$ cat src/rtl/sub_8_serial_pkg.sv
// Shared definitions for the bit-serial subtractor: state encoding and default width.
package sub_8_serial_pkg;

   localparam int unsigned SUB_DEF_WIDTH = 8;

   typedef enum logic [1:0] {
      ST_IDLE = 2'd0,
      ST_RUN  = 2'd1,
      ST_DONE = 2'd2
   } state_t;

endpackage

$ cat src/rtl/sub_8_serial_fsub_1.sv
// One-bit full subtractor: d = x - y - bi, bo set when the bit borrows.
module fsub_1 (
   input  logic x,
   input  logic y,
   input  logic bi,
   output logic d,
   output logic bo
);

   assign d  = x ^ y ^ bi;
   assign bo = (~x & y) | (~(x ^ y) & bi);

endmodule

$ cat src/rtl/sub_8_serial.sv
// Bit-serial subtractor: d = a - b - bin over WIDTH cycles, LSB first, through one fsub_1.
module sub_8_serial
   import sub_8_serial_pkg::*;
#(
   parameter int unsigned WIDTH = SUB_DEF_WIDTH
) (
   input  logic             clk,
   input  logic             rst,
   input  logic             start,
   input  logic [WIDTH-1:0] a,
   input  logic [WIDTH-1:0] b,
   input  logic             bin,
   output logic [WIDTH-1:0] d,
   output logic             bo,
   output logic             ov,
   output logic             busy,
   output logic             done
);

   localparam int unsigned     CNT_W    = (WIDTH > 1) ? $clog2(WIDTH) : 1;
   localparam logic [CNT_W-1:0] CNT_LAST = CNT_W'(WIDTH - 1);

   state_t             r_state;
   state_t             w_next_state;
   logic               w_accept;
   logic               w_last;

   // r_ad holds the minuend and fills with result bits from the MSB side as it shifts
   logic [WIDTH-1:0]   r_ad;
   logic [WIDTH-1:0]   r_b;
   logic               r_br;
   logic [CNT_W-1:0]   r_cnt;
   logic               r_a_msb;
   logic               r_b_msb;

   logic [WIDTH-1:0]   r_d;
   logic               r_bo;
   logic               r_ov;
   logic               r_done;

   logic               w_diff;
   logic               w_bout;
   logic [WIDTH-1:0]   w_res_next;

   fsub_1 u_fsub (
      .x  (r_ad[0]),
      .y  (r_b[0]),
      .bi (r_br),
      .d  (w_diff),
      .bo (w_bout)
   );

   assign w_res_next = {w_diff, r_ad[WIDTH-1:1]};

   // State register
   always_ff @(posedge clk) begin
      if (rst) begin
         r_state <= ST_IDLE;
      end else begin
         r_state <= w_next_state;
      end
   end

   // Next-state decode
   always_comb begin
      w_next_state = r_state;
      w_accept     = 1'b0;
      w_last       = 1'b0;
      case (r_state)
         ST_IDLE: begin
            if (start) begin
               w_accept     = 1'b1;
               w_next_state = ST_RUN;
            end
         end
         ST_RUN: begin
            if (r_cnt == CNT_LAST) begin
               w_last       = 1'b1;
               w_next_state = ST_DONE;
            end
         end
         ST_DONE: w_next_state = ST_IDLE;
         default: w_next_state = ST_IDLE;
      endcase
   end

   // Operand capture, serial datapath and result registers
   always_ff @(posedge clk) begin
      if (rst) begin
         r_ad    <= '0;
         r_b     <= '0;
         r_br    <= 1'b0;
         r_cnt   <= '0;
         r_a_msb <= 1'b0;
         r_b_msb <= 1'b0;
         r_d     <= '0;
         r_bo    <= 1'b0;
         r_ov    <= 1'b0;
         r_done  <= 1'b0;
      end else begin
         r_done <= 1'b0;
         if (w_accept) begin
            r_ad    <= a;
            r_b     <= b;
            r_br    <= bin;
            r_cnt   <= '0;
            r_a_msb <= a[WIDTH-1];
            r_b_msb <= b[WIDTH-1];
         end else if (r_state == ST_RUN) begin
            r_ad  <= w_res_next;
            r_b   <= r_b >> 1;
            r_br  <= w_bout;
            r_cnt <= r_cnt + CNT_W'(1);
            if (w_last) begin
               r_d    <= w_res_next;
               r_bo   <= w_bout;
               r_ov   <= (r_a_msb != r_b_msb) && (w_diff != r_a_msb);
               r_done <= 1'b1;
            end
         end
      end
   end

   assign d    = r_d;
   assign bo   = r_bo;
   assign ov   = r_ov;
   assign done = r_done;
   assign busy = (r_state != ST_IDLE);

endmodule

$ cat config.mk
export PLATFORM = sky130hd
export DESIGN_NAME = sub_8_serial
export DESIGN_NICKNAME = d
export VERILOG_FILES = /design/src/rtl/sub_8_serial_pkg.sv /design/src/rtl/sub_8_serial_fsub_1.sv /design/src/rtl/sub_8_serial.sv
export SDC_FILE = /design/constraint.sdc
export NUM_CORES = 1
export LEC_CHECK = 0
export CAP_MARGIN = 40
export CORE_MARGIN = 1.5
export CORE_UTILIZATION = 45
export CTS_CLUSTER_SIZE = 8
export DETAILED_ROUTE_END_ITERATION = 10
export PLACE_DENSITY = 0.79
export SYNTH_ARGS = -nofsm -noshare
export SYNTH_HDL_FRONTEND = slang
export SYNTH_SLANG_ARGS = --single-unit
export TNS_END_PERCENT = 20
$ cat constraint.sdc
create_clock -name clk -period 1.4 [get_ports clk]
set_input_delay 0.28 -clock clk [delete_from_list [all_inputs] [get_ports clk]]
set_output_delay 0.28 -clock clk [all_outputs]
set_load 0.05 [all_outputs]
==> results of run 1 <==
==> timing repair <==
item	CTS	global route
hold buffers	0	0
buffers inserted	1	2
pin swaps	2	8
resized for setup	9	8
endpoints found under the setup margin	12	18
==> worst max path at each step <==
stage | from | endpoint
2_1_floorplan | r_br | ov
3_3_place_gp | start | r_b[6]
3_5_place_dp | start | r_b[6]
4_1_cts | r_b[0] | ov
5_1_grt | r_br | ov
6_report | r_br | ov
==> registers in the layout, indices dropped and copies added, names as in the netlist <==
name	count
bo	1
d	8
done	1
ov	1
r_a_msb	1
r_ad	8
r_b	8
r_b_msb	1
r_br	1
r_cnt	3
r_state	2
==> area by class of cell <==
type	instances	area, um^2
multi-input combinational	127	768.2
fill	285	1115
clock inverter	2	12.51
timing repair buffer	49	600.6
inverter	2	7.507
tap	46	57.56
sequential	35	708.2
clock buffer	6	41.29
==> critical path, cell delays in order (launching register included) <==
cell and delay, ns:
dfxtp_2 0.35, inv_2 0.04, fa_2 0.50, and3b_1 0.20, a211oi_2 0.18, nor3_1 0.06
==> through the flow <==
step	instance area, um^2	setup TNS, ns	hold WS (ns)	utilization
3_5_place_dp	2071	-6.739	0.4646	0.6255
3_3_place_gp	2071	-5.323	0.4580	0.6255
5_1_grt	2196	-0.3528	0.4983	0.6633
6_report	2196	-0.06041	0.4793	0.6633
4_1_cts	2150	-0.05186	0.4792	0.6493
2_1_floorplan	1548	0	0.4160	-
==> cells in the final DEF (no fill, tap or decap), types with 2 or more instances in the layout <==
cell type / n
a211oi_1: 8
a211oi_2: 6
a21oi_1: 26
buf_12: 14
buf_4: 14
buf_6: 2
clkbuf_4: 5
clkdlybuf4s50_1: 18
dfxtp_1: 29
dfxtp_2: 6
ha_4: 2
mux2i_1: 2
nand2_1: 35
nand2b_1: 4
nor2_1: 22
nor3_1: 7
or3b_2: 3
==> power groups by stage <==
stage | combinational, mW | clock (mW) | sequential [mW]
floorplan | 0.230 | 0 | 1.10
global placement | 0.355 | 0 | 1.11
detailed placement | 0.366 | 0 | 1.11
CTS | 0.373 | 0.539 | 1.09
global route | 0.421 | 0.596 | 1.10
finish | 0.385 | 0.525 | 1.09
==> per-layer routing <==
layer,vias to the layer above,GRT usage
li1,689,-
met1,641,0.2331
met2,32,0.3564
met3,5,0.07143
met4,0,0.07903
met5,-,0
==> kinds of logic after synthesis <==
| logic type | synth area share |
|---|---|
| simple gates | 0.2368 |
| compound gates | 0.1898 |
| flops | 0.4542 |
| buf+inv | 0.07137 |
| fa+ha+maj | 0.02920 |
| mux | 0.01298 |
| xor+xnor | 0.005678 |
==> results.toml, run 1 <==
[outcome]
status = "finished with violations"
violations = "setup timing"

[timing]
fmax_ghz = 0.6937
rsz0062_at_grt = "true"
min_period_over_period = 1.030
fin_worst_skew_ns = 0.01077
worst_slack_ns = -0.04153
max_slew_margin = 0.8380
slew_violations = 0
min_period_ns = 1.442
hold_viol_final = 0
worst_pin_slew_ns = 0.2415
setup_violations = 2

[critical_path]
reg2reg_to = "ov"
cp.arrival_ns = 1.67
worstSetupPathType = "register to register"
r2r_slack_ns = -0.04
startpoint_type = "register"
reg2regPathDepth = 5
critical_path.endpoint_type = "register"
cp_max_fo = 4
cp.required_ns = 1.62
r2r_start = "r_br"

[finish]
final_nets = 243
drive_gt1_frac = 0.2760
n_antenna_cell = 0
fin_cells = 267
area_growth_pct = 42.34

[placement]
port_buffers = 31
place_congestion = 0.7397
place_inst = 256
hpwl_um = 2301
dp_slack_ns = -0.3521

[synthesis]
synth_ff_type = "dfxtp_1"
synth_fp_nets = 201
synth_edf_count = 0
synthTopCellsByArea = "dfxtp_1 45%, nand2_1 8.5%, a21oi_1 8.4%, nor2_1 5.4%, a211oi_1 4.4%"
yosysSeqAreaShare = 0.4542
yosys.area.top_type_share = 0.4542
synth_area_per_cell_um2 = 8.667
async_flop_share = 0
yosysWarnings = 0
yosys-top-cells-count = "35 x dfxtp_1, 35 x nand2_1, 26 x a21oi_1, 22 x nor2_1, 9 x a211oi_1"
ys_ff_latch = 35
yosysTopAreaCell = "dfxtp_1"
ys_types = 28
syn_area_um2 = 1543
netlist_instances = 178

[route]
wl_met3_um = 139
wl_met2_um = 1782
totalWireLength_um = 3386
drc = 0
routed.top_layer = "met4"
viasPerCell = 5.120
ant_nets = 0
wl_met1_um = 1420
first_pass_iters = 4
num_vias = 1367
routedWlPerCell_um = 12.68
drt_iter0_markers = 46

[global_route]
first_global_vias = 1307
grt_pass1_wl_um = 5637
grtUsageTotal = 0.2062
grt-ovfl-total = 0
antenna_found_initial = 0
grt_max_degree = 36

[power_and_ir_drop]
peakVddDrop_mv = 0.6035
pwr-share-comb = 0.192
finalPower_mw = 2.001
swShare = 0.2743
p_sw_mw = 0.5488
power_leakage_nw = 0.8197
p_seq_frac = 0.545
power_density_nw_per_um2 = 911.2
clkPwrFrac = 0.262
p_int_mw = 1.452

[job]
drv_cap = 0

[min_path]
hold_start = "r_ad[4]"
hold-path-endpoint = "r_ad[3]"
min_path_type = "register to register"
holdPathStages = 2

[clocking]
clk_latency_ns = 0.34
cts_sinks = 35
cts-htree-levels = 2
clock_path_buffers = 2
clk_pin_slew_worst_paths_ns = 0.10
cts_tree = "yes"
cts_buffers = 5
cts_root_buf = "clkbuf_4"

[floorplanning]
fp-row-count = 21
num_io_pins = 32
core_um2 = 3311
die-area_um2 = 3788
initial_utilization = 0.4660
dieHeight_um = 61.55
die_x_um = 61.55
Note: power is estimated with default switching activity, not from simulation.
==> run 2, diff against run 1 <==
Settings changed: CTS_CLUSTER_SIZE 8 to unset, SETUP_SLACK_MARGIN set to 0.3.
==> results.toml, run 2 (synthesized netlist as in run 1, its figures left out) <==
[global_route]
grtUsageTotal = 0.2376
first_global_vias = 1366
grt_pass1_wl_um = 6458
grt_max_degree = 36
grt-ovfl-total = 0
antenna_found_initial = 0

[power_and_ir_drop]
p_int_mw = 1.602
peakVddDrop_mv = 0.6464
power_density_nw_per_um2 = 877.9
pwr-share-comb = 0.218
clkPwrFrac = 0.286
swShare = 0.2812
power_leakage_nw = 0.9347
p_seq_frac = 0.495
p_sw_mw = 0.6266

[finish]
final_nets = 249
final_core_util = 0.7668
seq_area_um2 = 725.7
drive_gt1_frac = 0.5154
final_common_cell = "nand2_1"
n_fill_cell = 221
fin_cells = 273
area_growth_pct = 64.56
n_antenna_cell = 0
multi_input_area_um2 = 952.2
final_cell_mix = "26 x nand2_1, 19 x dfxtp_1, 18 x clkdlybuf4s50_1"
design_area_um2 = 2539

[floorplanning]
initial_utilization = 0.4660
fp-row-count = 21
dieHeight_um = 61.55
core_um2 = 3311
die_x_um = 61.55
num_io_pins = 32
die-area_um2 = 3788

[job]
drv_cap = 0

[timing]
fin_worst_skew_ns = 0.01043
worst_hold_slack_ns = 0.4842
hold_viol_final = 0
worst_slack_ns = -0.06537
rsz0062_at_grt = "true"
fmax_ghz = 0.6824
slew_violations = 0
min_period_ns = 1.465
worst_pin_slew_ns = 0.2511
min_period_over_period = 1.047
max_slew_margin = 0.8316
setup_violations = 3

[critical_path]
max_stage_delay_ns = 0.37
cpLargestDelayFamily = "buffers and inverters"
worstSetupPathDepth = 7
r2r_start = "r_state[1]"
worstSetupPathType = "register to register"
critical_path.endpoint_type = "register"
path_buf_inv = 4
slowest_stage = "dfxtp_4"
startpoint_type = "register"
cp-startpoint = "r_state[1]"
cp_cell_sequence = "buf_6 -> buf_6 -> nor3b_4 -> buf_6 -> buf_12 -> a21oi_2 -> a211oi_1"
cp_max_fo = 8
reg2regPathDepth = 7
cp.required_ns = 1.66
cp.arrival_ns = 1.72
cp_common_cell = "buf_6"

[outcome]
violations = "setup timing"
status = "finished with violations"

[clocking]
cts_root_buf = "clkbuf_4"
cts_buffers = 5
ctsHoldBuffers = 0
clk_latency_ns = 0.35
cts_tree = "yes"
clock_path_buffers = 2
cts_sinks = 35
cts-htree-levels = 2
clk_pin_slew_worst_paths_ns = 0.10

[placement]
place_inst = 254
port_buffers = 31
placed_area_um2 = 2085
place_congestion = 0.7953
hpwl_um = 2241

[route]
first_pass_iters = 4
drt_iter0_markers = 39
ant_nets = 0
drc = 0
viasPerCell = 5.304
num_vias = 1448
totalWireLength_um = 4105
routedWlPerCell_um = 15.04

[min_path]
holdPathStages = 2
hold_start = "r_ad[6]"
min_path_type = "register to register"
[run 2: changes by cell type in the layout (fill, tap and decap cells not counted), moves of 8 or more]
cell	before	now
a21oi_2	0	15
buf_6	2	12
a21oi_1	26	8
dfxtp_1	29	19
nand2_1	35	26
dfxtp_2	6	14
[run 2: what timing repair did]
action / 4_1_cts / 5_1_grt
setup buffers: 6 / 2
endpoints found under the setup margin: 47 / 47
pin swaps: 37 / 14
cloned: 3 / 0
resized for setup: 80 / 5
[run 2: worst paths after layout]
path             end  slack (ns)
min reg2reg     d[5]        0.48
min             d[5]        0.48
max          r_ad[4]       -0.07
max reg2reg  r_ad[4]       -0.07
[run 2: worst reg2reg max path, stage by stage (launching register included)]
cell,delay (ns)
dfxtp_4,0.37
buf_6,0.12
buf_6,0.11
nor3b_4,0.18
buf_6,0.15
buf_12,0.14
a21oi_2,0.05
a211oi_1,0.25
[run 2: final cells by class]
type | count | area share
Tap cell | 46 | 0.02267
Clock buffer | 8 | 0.02711
Inverter | 2 | 0.002957
Timing Repair Buffer | 55 | 0.2863
Multi-Input combinational cell | 127 | 0.3751
Sequential cell | 35 | 0.2859
[run 2: through the flow]
stage	TNS [ns]	worst slack (ns)	power, mW
2_1_floorplan	0	0.05150	1.332
5_1_grt	-0.5102	-0.1068	2.322
3_3_place_gp	-5.078	-0.2873	1.448
3_5_place_dp	-6.100	-0.3630	1.457
6_report	-0.1076	-0.06537	2.229
4_1_cts	-0.01590	-0.01402	2.209
[run 2: per-layer routing]
metal	GRT usage	part of all wire
met1	0.2991	0.42
met2	0.3910	0.51
met3	0.07143	0.047
met4	0.07295	0.014
met5	0	0
[run 2: power by group through the flow]
| stage | Sequential (mW) | Combinational [mW] | Clock [mW] |
|---|---|---|---|
| 2_1_floorplan | 1.10 | 0.230 | 0 |
| 3_3_place_gp | 1.11 | 0.339 | 0 |
| 3_5_place_dp | 1.11 | 0.346 | 0 |
| 4_1_cts | 1.10 | 0.472 | 0.639 |
| 5_1_grt | 1.11 | 0.519 | 0.691 |
| 6_report | 1.10 | 0.487 | 0.638 |
